===== src/rtl/vga_pkg.sv =====
// Shared VGA 640x480@60 timing defaults, counter type and a window-compare helper.
package vga_pkg;

    localparam int CNT_W = 10;
    typedef logic [CNT_W-1:0] cnt_t;

    localparam int DEF_H_VISIBLE = 640;
    localparam int DEF_H_FRONT   = 16;
    localparam int DEF_H_SYNC    = 96;
    localparam int DEF_H_BACK    = 48;
    localparam int DEF_V_VISIBLE = 480;
    localparam int DEF_V_FRONT   = 10;
    localparam int DEF_V_SYNC    = 2;
    localparam int DEF_V_BACK    = 33;

    localparam int H_TOTAL = DEF_H_VISIBLE + DEF_H_FRONT + DEF_H_SYNC + DEF_H_BACK;
    localparam int V_TOTAL = DEF_V_VISIBLE + DEF_V_FRONT + DEF_V_SYNC + DEF_V_BACK;

    // True when lo <= v < hi.
    function automatic logic in_window(cnt_t v, cnt_t lo, cnt_t hi);
        return (v >= lo) && (v < hi);
    endfunction

endpackage


===== src/rtl/scan_counter.sv =====
// Enabled wrap counter: counts 0..wrap_value, flags carry on the wrapping advance.
module scan_counter
    import vga_pkg::*;
(
    input  logic clk,
    input  logic srst,
    input  logic en,
    input  cnt_t wrap_value,
    output cnt_t count,
    output cnt_t count_next,
    output logic carry
);

    cnt_t count_reg;

    always_comb begin
        carry      = en && (count_reg == wrap_value);
        count_next = count_reg;
        if (carry) begin
            count_next = '0;
        end else if (en) begin
            count_next = count_reg + 1'b1;
        end
    end

    always_ff @(posedge clk) begin
        if (srst) begin
            count_reg <= '0;
        end else begin
            count_reg <= count_next;
        end
    end

    assign count = count_reg;

endmodule


===== src/rtl/vga_scan_gen.sv =====
// VGA raster scan generator: pixel-rate enable, h/v counters, registered sync/blank outputs.
// Optional build macro VGA_FRAME_COUNT_EN adds a 16-bit frame counter output.
module vga_scan_gen
    import vga_pkg::*;
#(
    parameter int H_VISIBLE = DEF_H_VISIBLE,
    parameter int H_FRONT   = DEF_H_FRONT,
    parameter int H_SYNC    = DEF_H_SYNC,
    parameter int H_BACK    = DEF_H_BACK,
    parameter int V_VISIBLE = DEF_V_VISIBLE,
    parameter int V_FRONT   = DEF_V_FRONT,
    parameter int V_SYNC    = DEF_V_SYNC,
    parameter int V_BACK    = DEF_V_BACK
)
(
    input  logic       Clk,
    input  logic       Reset,
    output logic       VGA_CLK,
    output logic       VGA_HS,
    output logic       VGA_VS,
    output logic       VGA_BLANK_N,
    output logic       VGA_SYNC_N,
    output logic [9:0] DrawX,
    output logic [9:0] DrawY,
    output logic       frame_start
`ifdef VGA_FRAME_COUNT_EN
    ,
    output logic [15:0] frame_count
`endif
);

    localparam int LINE_TOTAL  = H_VISIBLE + H_FRONT + H_SYNC + H_BACK;
    localparam int FRAME_LINES = V_VISIBLE + V_FRONT + V_SYNC + V_BACK;

    localparam cnt_t H_WRAP   = cnt_t'(LINE_TOTAL - 1);
    localparam cnt_t V_WRAP   = cnt_t'(FRAME_LINES - 1);
    localparam cnt_t H_VIS    = cnt_t'(H_VISIBLE);
    localparam cnt_t V_VIS    = cnt_t'(V_VISIBLE);
    localparam cnt_t HS_START = cnt_t'(H_VISIBLE + H_FRONT);
    localparam cnt_t HS_END   = cnt_t'(H_VISIBLE + H_FRONT + H_SYNC);
    localparam cnt_t VS_START = cnt_t'(V_VISIBLE + V_FRONT);
    localparam cnt_t VS_END   = cnt_t'(V_VISIBLE + V_FRONT + V_SYNC);

    logic pix_en_reg;
    logic hs_reg;
    logic vs_reg;
    logic blank_n_reg;
    logic frame_start_reg;

    cnt_t hc;
    cnt_t hc_next;
    cnt_t vc;
    cnt_t vc_next;
    logic h_carry;
    logic v_carry;

    scan_counter u_hc (
        .clk        (Clk),
        .srst       (Reset),
        .en         (pix_en_reg),
        .wrap_value (H_WRAP),
        .count      (hc),
        .count_next (hc_next),
        .carry      (h_carry)
    );

    scan_counter u_vc (
        .clk        (Clk),
        .srst       (Reset),
        .en         (h_carry),
        .wrap_value (V_WRAP),
        .count      (vc),
        .count_next (vc_next),
        .carry      (v_carry)
    );

    // Decode from the counters' next values so the decoded outputs land on
    // the same edge as DrawX/DrawY, which are the counter registers themselves.
    always_ff @(posedge Clk) begin
        if (Reset) begin
            pix_en_reg      <= 1'b0;
            hs_reg          <= 1'b1;
            vs_reg          <= 1'b1;
            blank_n_reg     <= 1'b0;
            frame_start_reg <= 1'b0;
        end else begin
            pix_en_reg      <= ~pix_en_reg;
            hs_reg          <= ~in_window(hc_next, HS_START, HS_END);
            vs_reg          <= ~in_window(vc_next, VS_START, VS_END);
            blank_n_reg     <= (hc_next < H_VIS) && (vc_next < V_VIS);
            frame_start_reg <= h_carry && v_carry;
        end
    end

`ifdef VGA_FRAME_COUNT_EN
    logic [15:0] frame_count_reg;

    always_ff @(posedge Clk) begin
        if (Reset) begin
            frame_count_reg <= 16'd0;
        end else if (h_carry && v_carry) begin
            frame_count_reg <= frame_count_reg + 16'd1;
        end
    end

    assign frame_count = frame_count_reg;
`endif

    assign VGA_CLK     = pix_en_reg;
    assign VGA_HS      = hs_reg;
    assign VGA_VS      = vs_reg;
    assign VGA_BLANK_N = blank_n_reg;
    assign VGA_SYNC_N  = 1'b0;
    assign DrawX       = hc;
    assign DrawY       = vc;
    assign frame_start = frame_start_reg;

endmodule


===== config.mk =====
export PLATFORM = sky130hd
export DESIGN_NAME = vga_scan_gen
export DESIGN_NICKNAME = d
export VERILOG_FILES = /design/src/rtl/vga_pkg.sv /design/src/rtl/scan_counter.sv /design/src/rtl/vga_scan_gen.sv
export SDC_FILE = /design/constraint.sdc
export NUM_CORES = 1
export LEC_CHECK = 0
export CAP_MARGIN = 20
export CORE_ASPECT_RATIO = 1.4
export CORE_MARGIN = 4
export CORE_UTILIZATION = 23
export CTS_BUF_LIST = sky130_fd_sc_hd__clkbuf_4
export DETAILED_ROUTE_END_ITERATION = 16
export PLACE_DENSITY = 0.43
export SLEW_MARGIN = 15
export SYNTH_ARGS = -nofsm -noshare
export SYNTH_HDL_FRONTEND = slang
export SYNTH_SLANG_ARGS = --single-unit

===== constraint.sdc =====
create_clock -name Clk -period 6 [get_ports Clk]
set_clock_uncertainty 0.05 [all_clocks]
set_input_delay 1.2 -clock Clk [delete_from_list [all_inputs] [get_ports Clk]]
set_output_delay 1.2 -clock Clk [all_outputs]
set_load 0.02 [all_outputs]

==> results.txt, run 1 <==
status - finished clean
number of I/O pins - 28
ant diodes - 0
synthesized flop and latch total - 25
max-slew violation count - 0
Pleak - 0.000548 uW
buffers and inverters on the worst path - 1
Die W - 71.5 um
number of clock sinks - 25
met3 wire length - 101 um
number of flops mapped to enable cells by yosys - 0
largest net degree at the start of global routing - 17
die area - 6920 um2
hold depth - 2
crit path cell chain - clkdlybuf4s50_1
Cell Pwr Density - 164 nW/um2
Worst-path clk slew - 0.16 ns
total gr overflow - 0
met2 WL post-DR - 1710 um
TNS Setup - 0 ns
wirelength, routed - 3210 um
core box area - 5490 um2
Syn Std Cell Area - 1300 um2
cts hold-fix bufs - 0
Post-Syn Nets - 161
number of library cell types mapped by synthesis - 36
critical path class - reg2out
Post-Place Cells - 242
Mapped Avg Cell Area - 8.32 um2
Worst setup EP type - primary output
Worst EP arrival - 1.54 ns
first-pass GRT wire length - 5380 um
VDD IR-drop max - 0.000141 V
post-CTS sizing - 0
RSZ-0062 raised after global routing - no
CTS buffer count - 3
# rows - 32
Mapped Cells - 156
max layer used - met4
DRC viols - 0
relative slew slack - 0.634
CP max stage delay - 0.67 ns
Fmax - 359 MHz
WL/cell - 13.1 um
Crit Reg-Reg Endpoint - VGA_VS$_SDFF_PP1_
Placed Area - 1600 um2
GRT Overall Usage - 0.0945
hold path start - u_hc.count[1]$_SDFF_PP0_
port buffer count - 26
share of layout cells above drive strength 1 - 0.0618
Synth Flop Type - dfxtp_1
worst skew pair latency - 0.33 ns
Initial Utilization - 0.237
Post-synth ARST share - 0
antenna-violating nets left - 0
Reg2Reg Depth - 7
CP required - 4.75 ns
period utilization - 0.464
via count - 1150
FF-to-FF setup slack - 3.60 ns
H-tree Lvls - 1
Hold Path Class - reg2reg
worst-margin pin slew - 0.545 ns
Avg Vias per Cell - 4.67
fin cells - 246
Post-CTS Repair Setup Buffers - 0
Initial DRC Count - 94
crit start category - flip-flop
CP max stage cell - clkdlybuf4s50_1
CTS Root Cell - clkbuf_4
Post-DP HPWL - 2490 um
nets@finish - 184
max-capacitance violation count - 0
WL met1 - 1370 um
Fin. Hold Viols - 0
initial antenna violation count - 0
setup violators final - 0
Util after Layout - 0.298
clk buf depth - 2
die span in y - 96.9 um
Seq/Total Area, Yosys - 0.386
Hold Path End - u_hc.count[1]$_SDFF_PP0_
Non-Filler Cell Area, Final - 1640 um2
DRT Pass-1 Iters - 4
Max FO, Critical Path - 8
Yosys warning total - 0
vias in the first global route - 1174
Synth top cells by count - 25 x dfxtp_1, 25 x nor2_1, 12 x xor2_1, 11 x nand3_1, 10 x nand2_1
largest delay contributor family on the critical path - buffers and inverters
synth top area cells - dfxtp_1 39%, xor2_1 8.1%, nor2_1 7.2%
Synth top area share - 0.386
CTS tree - built
Area growth syn-to-layout - 26.0%
worst r2r src - u_hc.count[0]$_SDFF_PP0_
crit path time final - 2.79 ns
Yosys top cell by area - dfxtp_1
final estimated routing congestion in global placement - 0.783
final total power - 269 uW
worst reg2reg max path: stages (launching register included):
cell	delay (ns)
dfxtp_1	0.43
ha_1	0.24
nand3_2	0.13
or4_4	0.54
or4_4	0.54
nand2b_1	0.28
nor2_2	0.08
nand4_1	0.07
worst max path at each step:
stage,slack [ns],cells after the start,startpoint,endpoint
global placement,3.35,4,Reset,VGA_VS$_SDFF_PP1_
global route,3.12,1,u_vc.count[9]$_SDFF_PP0_,DrawY[9]
floorplan,3.74,7,u_hc.count[0]$_SDFF_PP0_,u_vc.count[1]$_SDFF_PP0_
CTS,3.17,1,u_vc.count[9]$_SDFF_PP0_,DrawY[9]
finish,3.21,1,VGA_CLK$_SDFF_PP0_,VGA_CLK
detailed placement,3.31,4,Reset,VGA_VS$_SDFF_PP1_
through the flow:
| stage | worst slack (ns) | hold slack, ns |
|---|---|---|
| after floorplan | 3.74 | 0.560 |
| after global placement | 3.35 | 0.487 |
| after detailed placement | 3.31 | 0.499 |
| after CTS | 3.17 | 0.537 |
| after global routing | 3.12 | 0.581 |
| final | 3.21 | 0.522 |
layer usage:
| metal | vias to the layer above | GRT usage |
|---|---|---|
| met1 | 544 | 0.108 |
| met4 | 0 | 0.0304 |
| met3 | 2 | 0.0125 |
| met2 | 20 | 0.176 |
| met5 | - | 0 |
| li1 | 584 | - |
cell type report:
cell class | count | area, um2
multi-input cells | 118 | 736
flip-flops and latches | 25 | 500
repair buffers | 27 | 268
well taps | 68 | 85.1
fillers | 572 | 3850
inverters | 4 | 15.0
clock buffers | 3 | 22.5
clock inverters | 1 | 8.76
cells by family (layout without fill, tap and decap cells):
family                     after synthesis  in the layout  share of synthesized area
other                                    1              1                    0.00289
and+or+nand+nor                         78             78                      0.321
muxes                                    3              3                     0.0231
buffers and inverters                   13             35                     0.0472
DFF                                     25             25                      0.386
xor gates and xnor gates                17             17                      0.115
adders and majority gates                3              3                     0.0289
AOI/OAI and AO/OA                       16             16                     0.0762
placed cells by master, fill, tap and decap left out, types with 2 or more instances in the layout:
| cell | n |
|---|---|
| nor3_1 | 4 |
| nor2_1 | 25 |
| nand4_1 | 5 |
| a31oi_1 | 5 |
| or4_4 | 2 |
| dfxtp_1 | 25 |
| xnor2_1 | 5 |
| nand3b_1 | 2 |
| o21a_1 | 2 |
| o21ai_0 | 6 |
| clkbuf_4 | 3 |
| nand2b_1 | 3 |
| inv_1 | 4 |
| ha_1 | 3 |
| clkdlybuf4s50_1 | 26 |
| xor2_1 | 12 |
| nand2_1 | 10 |
| nand3_1 | 11 |
| nor4_1 | 2 |
| and3_1 | 3 |
| mux2i_1 | 3 |
| and4_1 | 2 |
power breakdown:
| group | switching [uW] | leakage, uW | internal [uW] |
|---|---|---|---|
| Sequential | 2.81 | 0.000202 | 168 |
| Clock | 56.1 | 0.0000183 | 27.2 |
| Combinational | 8.11 | 0.000327 | 6.46 |
| Total | 67.0 | 0.000548 | 202 |
Note: power is estimated with default switching activity, not from simulation.
==> run 2: changes to the inputs <==
==> constraint.sdc (replaced) <==
create_clock -name Clk -period 2.7 [get_ports Clk]
set_clock_uncertainty 0.05 [all_clocks]
set_input_delay 0.54 -clock Clk [delete_from_list [all_inputs] [get_ports Clk]]
set_output_delay 0.54 -clock Clk [all_outputs]
set_load 0.02 [all_outputs]
==> results.txt, run 2 (synthesis results as in run 1) <==
status - finished clean
TNS Setup - 0 ns (unchanged)
initial antenna violation count - 0 (unchanged)
period utilization - 0.874
CTS Root Cell - clkbuf_4
post-CTS sizing - 0 (unchanged)
Worst EP arrival - 2.60 ns (+1.06 ns)
max-slew violation count - 0 (unchanged)
Hold Path Class - reg2reg
# rows - 32 (unchanged)
crit path time final - 2.36 ns
share of layout cells above drive strength 1 - 0.0670 (+0.00524)
cts hold-fix bufs - 0 (unchanged)
Max FO, Critical Path - 8 (unchanged)
filler instances - 597 (+4.4%)
ant diodes - 0 (unchanged)
DRT Pass-1 Iters - 4 (unchanged)
relative slew slack - 0.610 (-0.0237)
worst skew pair latency - 0.33 ns (about the same)
port buffer count - 26 (unchanged)
wirelength, routed - 3350 um (+4.2%)
Post-CTS Repair Setup Buffers - 0 (unchanged)
Initial Utilization - 0.237 (unchanged)
setup slack after placement - 0.370 ns (-2.94 ns)
setup violators final - 0 (unchanged)
most frequent cells in the layout - 26 x clkdlybuf4s50_1, 25 x dfxtp_1, 25 x nor2_1
core box area - 5490 um2 (unchanged)
DRC viols - 0 (unchanged)
Pleak - 0.000553 uW (+0.92%)
Worst setup EP type - flip-flop
Die W - 71.5 um (unchanged)
number of I/O pins - 28 (unchanged)
CP required - 2.94 ns (-1.81 ns)
RSZ-0062 raised after global routing - no
CTS tree - built
die area - 6920 um2 (unchanged)
crit start category - flip-flop
final estimated routing congestion in global placement - 0.779 (-0.60%)
post-route setup slack - 0.341 ns (-2.87 ns)
antenna-violating nets left - 0 (unchanged)
nets@finish - 185 (+0.54%)
H-tree Lvls - 1 (unchanged)
total gr overflow - 0 (unchanged)
clk buf depth - 2 (unchanged)
Fin. Hold Viols - 0 (unchanged)
CTS buffer count - 3 (unchanged)
die span in y - 96.9 um (unchanged)
VDD IR-drop max - 0.000217 V (+54%)
critical path class - reg2reg
GRT Overall Usage - 0.100 (+0.00552)
via count - 1158 (+0.70%)
final hold slack - 0.527 ns (+0.00479 ns)
Post-DP HPWL - 2560 um (+2.6%)
first-pass GRT wire length - 5710 um (+6.0%)
Area growth syn-to-layout - 26.6%
Initial DRC Count - 31 (-67%)
Worst-path clk slew - 0.16 ns (about the same)
Util after Layout - 0.299 (+0.00137)
max-capacitance violation count - 0 (unchanged)
Avg Vias per Cell - 4.69 (+0.29%)
Fmax - 424 MHz
vias in the first global route - 1202 (+2.4%)
WL/cell - 13.5 um (+3.8%)
largest net degree at the start of global routing - 17 (unchanged)
number of clock sinks - 25 (unchanged)
worst-margin pin slew - 0.580 ns (+0.0353 ns)
Cell Pwr Density - 364 nW/um2 (+120%)
commonest non-fill, non-tap cell in the layout - clkdlybuf4s50_1
[run 2: worst paths after layout]
kind / start / to / slack, ns / cells after the start
worst max-delay path: u_hc.count[0]$_SDFF_PP0_ / VGA_VS$_SDFF_PP1_ / 0.34 / 7
worst min-delay path: u_hc.count[1]$_SDFF_PP0_ / u_hc.count[1]$_SDFF_PP0_ / 0.53 / 2
worst max register to register: u_hc.count[0]$_SDFF_PP0_ / VGA_VS$_SDFF_PP1_ / 0.34 / 7
worst min register to register: u_hc.count[1]$_SDFF_PP0_ / u_hc.count[1]$_SDFF_PP0_ / 0.53 / 2
[run 2: layer usage]
metal,GRT usage,vias to the layer above,wire length (um)
li1,-,586,-
met3,0.0135,4,133
met1,0.114,540,1380
met5,0,-,0
met4,0.0420,0,59
met2,0.181,28,1770
[run 2: worst max-delay path, stage by stage, from the launching register on]
cell and delay [ns]:
dfxtp_1 0.43, ha_1 0.24, nand3_2 0.12, or4_4 0.52, or4_4 0.53, nand2b_1 0.27, nor2_2 0.08, nand4_1 0.07
[run 2: layout make-up]
type	count	area (um2)	area share
Multi-Input combinational cell	118	736	0.448
Clock inverter	1	8.76	0.00533
Clock buffer	3	22.5	0.0137
Tap cell	68	85.1	0.0518
Inverter	4	15.0	0.00914
Timing Repair Buffer	28	275	0.168
Sequential cell	25	500	0.305
[run 2: power by group]
part | switching [uW] | total [uW] | internal (uW)
registers | 4.30 | 378 | 374
logic | 20.6 | 36.3 | 15.7
clock network | 122 | 183 | 60.3
total | 147 | 597 | 450
[run 2: metrics by stage]
stage	total power [uW]	cells	area, um2
floorplan	409	156	1300
global placement	422	243	1610
detailed placement	423	243	1610
CTS	615	247	1640
global route	632	247	1640
finish	597	247	1640
==> run 3: changes to the inputs <==
--- a/config.mk
+++ b/config.mk
@@ -11,7 +11,8 @@
 export CORE_UTILIZATION = 23
 export CTS_BUF_LIST = sky130_fd_sc_hd__clkbuf_4
 export DETAILED_ROUTE_END_ITERATION = 16
-export PLACE_DENSITY = 0.43
+export GPL_TIMING_DRIVEN = 0
+export PLACE_DENSITY = 0.53
 export SLEW_MARGIN = 15
 export SYNTH_ARGS = -nofsm -noshare
 export SYNTH_HDL_FRONTEND = slang
==> results.txt, run 3 (synthesis results as in run 1) <==
Post-CTS Repair Setup Buffers - 0 (unchanged)
CTS Root Cell - clkbuf_4
TNS Setup - 0 ns (unchanged)
crit start category - flip-flop
critical path class - reg2reg
critical path startpoint - u_hc.count[0]$_SDFF_PP0_
core box area - 5490 um2 (unchanged)
total gr overflow - 0 (unchanged)
max-capacitance violation count - 0 (unchanged)
Post-DP HPWL - 2330 um (-8.7%)
Die W - 71.5 um (unchanged)
number of I/O pins - 28 (unchanged)
RSZ-0062 raised after global routing - no
port buffer count - 26 (unchanged)
WL/cell - 12.2 um (-9.9%)
DRC viols - 0 (unchanged)
Initial DRC Count - 57 (+84%)
Avg Vias per Cell - 4.53 (-3.3%)
most frequent cells in the layout - 26 x clkdlybuf4s50_1, 25 x dfxtp_1, 25 x nor2_1
Cell Pwr Density - 355 nW/um2 (-2.2%)
Hold Path Class - reg2reg
worst skew pair latency - 0.32 ns (about the same)
final hold slack - 0.518 ns (-0.00890 ns)
post-CTS sizing - 0 (unchanged)
Worst setup EP type - flip-flop
largest net degree at the start of global routing - 14 (-3)
GRT Overall Usage - 0.0948 (-0.00518)
relative slew slack - 0.614 (+0.00327)
clk buf depth - 2 (unchanged)
fin cells - 254 (+2.8%)
CTS tree - built
vias in the first global route - 1174 (-2.3%)
Worst-path clk slew - 0.14 ns (-0.02 ns)
DRT Pass-1 Iters - 2 (-2)
first-pass GRT wire length - 5400 um (-5.5%)
Pleak - 0.000569 uW (+2.8%)
# rows - 32 (unchanged)
via count - 1151 (-0.60%)
Fmax - 420 MHz (-0.90%)
Post-Place Cells - 250 (+2.9%)
number of clock sinks - 25 (unchanged)
CP required - 2.85 ns (-0.09 ns)
CTS buffer count - 3 (unchanged)
period utilization - 0.882 (+0.00797)
VDD IR-drop max - 0.000198 V (-8.9%)
die area - 6920 um2 (unchanged)
Initial Utilization - 0.237 (unchanged)
ant diodes - 0 (unchanged)
nets@finish - 192 (+3.8%)
wirelength, routed - 3100 um (-7.4%)
worst r2r src - u_hc.count[0]$_SDFF_PP0_
antenna-violating nets left - 0 (unchanged)
share of layout cells above drive strength 1 - 0.0753 (+0.00823)
setup violators final - 0 (unchanged)
crit path time final - 2.38 ns (+0.0215 ns)
die span in y - 96.9 um (unchanged)
cts hold-fix bufs - 0 (unchanged)
worst-margin pin slew - 0.575 ns (-0.00487 ns)
Area growth syn-to-layout - 29.6%
initial antenna violation count - 0 (unchanged)
Max FO, Critical Path - 10 (+2)
status - finished clean
max-slew violation count - 0 (unchanged)
commonest non-fill, non-tap cell in the layout - clkdlybuf4s50_1
H-tree Lvls - 1 (unchanged)
Worst EP arrival - 2.53 ns (-0.07 ns)
hold path start - u_hc.count[1]$_SDFF_PP0_
final estimated routing congestion in global placement - 0.806 (+3.5%)
Fin. Hold Viols - 0 (unchanged)
run 3: cell types whose count changed in the layout (fill, tap and decap cells not counted):
cell      before  now
clkbuf_1       0    5
buf_4          2    3
clkbuf_2       0    1
clkbuf_4       3    4
inv_6          1    0
nor4_2         1    0
nor4_4         0    1
run 3: area by class of cell:
type | count | area (um2)
Tap cell | 68 | 85.1
Fill cell | 588 | 3800
Buffer | 9 | 46.3
Clock buffer | 4 | 30.0
Multi-Input combinational cell | 118 | 744
Sequential cell | 25 | 500
Timing Repair Buffer | 26 | 260
Inverter | 4 | 15.0
run 3: report_power, final:
group          leakage (uW)  internal [uW]  total (uW)  switching (uW)
clock             0.0000184           67.8         181             113
combinational      0.000348           17.9        39.3            21.5
sequential         0.000202            374         377            3.62
total              0.000569            459         598             138
run 3: layer usage:
metal | vias up | track usage | part of all wire
li1 | 595 | - | -
met1 | 537 | 0.118 | 0.46
met2 | 17 | 0.164 | 0.51
met3 | 2 | 0.0135 | 0.027
met4 | 0 | 0.0304 | 0.0045
met5 | - | 0 | 0
run 3: worst paths after layout:
| kind | end | slack [ns] | cells past startpoint |
|---|---|---|---|
| min reg2reg | u_hc.count[1]$_SDFF_PP0_ | 0.52 | 2 |
| max reg2reg | VGA_VS$_SDFF_PP1_ | 0.32 | 7 |
| min | u_hc.count[1]$_SDFF_PP0_ | 0.52 | 2 |
| max | VGA_VS$_SDFF_PP1_ | 0.32 | 7 |
run 3: stage by stage:
stage               worst slack (ns)  area [um2]   util  total power (uW)
floorplan                      0.437        1300      -               409
global placement               0.150        1640  0.299               426
detailed placement             0.170        1640  0.299               426
CTS                            0.130        1670  0.305               614
global route                  0.0717        1680  0.307               631
finish                         0.320        1680  0.307               598
run 3: worst max-delay path: stages (launching register included):
cell and delay (ns):
dfxtp_1 0.41, ha_1 0.22, nand3_2 0.14, nor4_4 0.42, clkbuf_1 0.47, a31oi_1 0.15
nor3_1 0.26, nand4_1 0.14
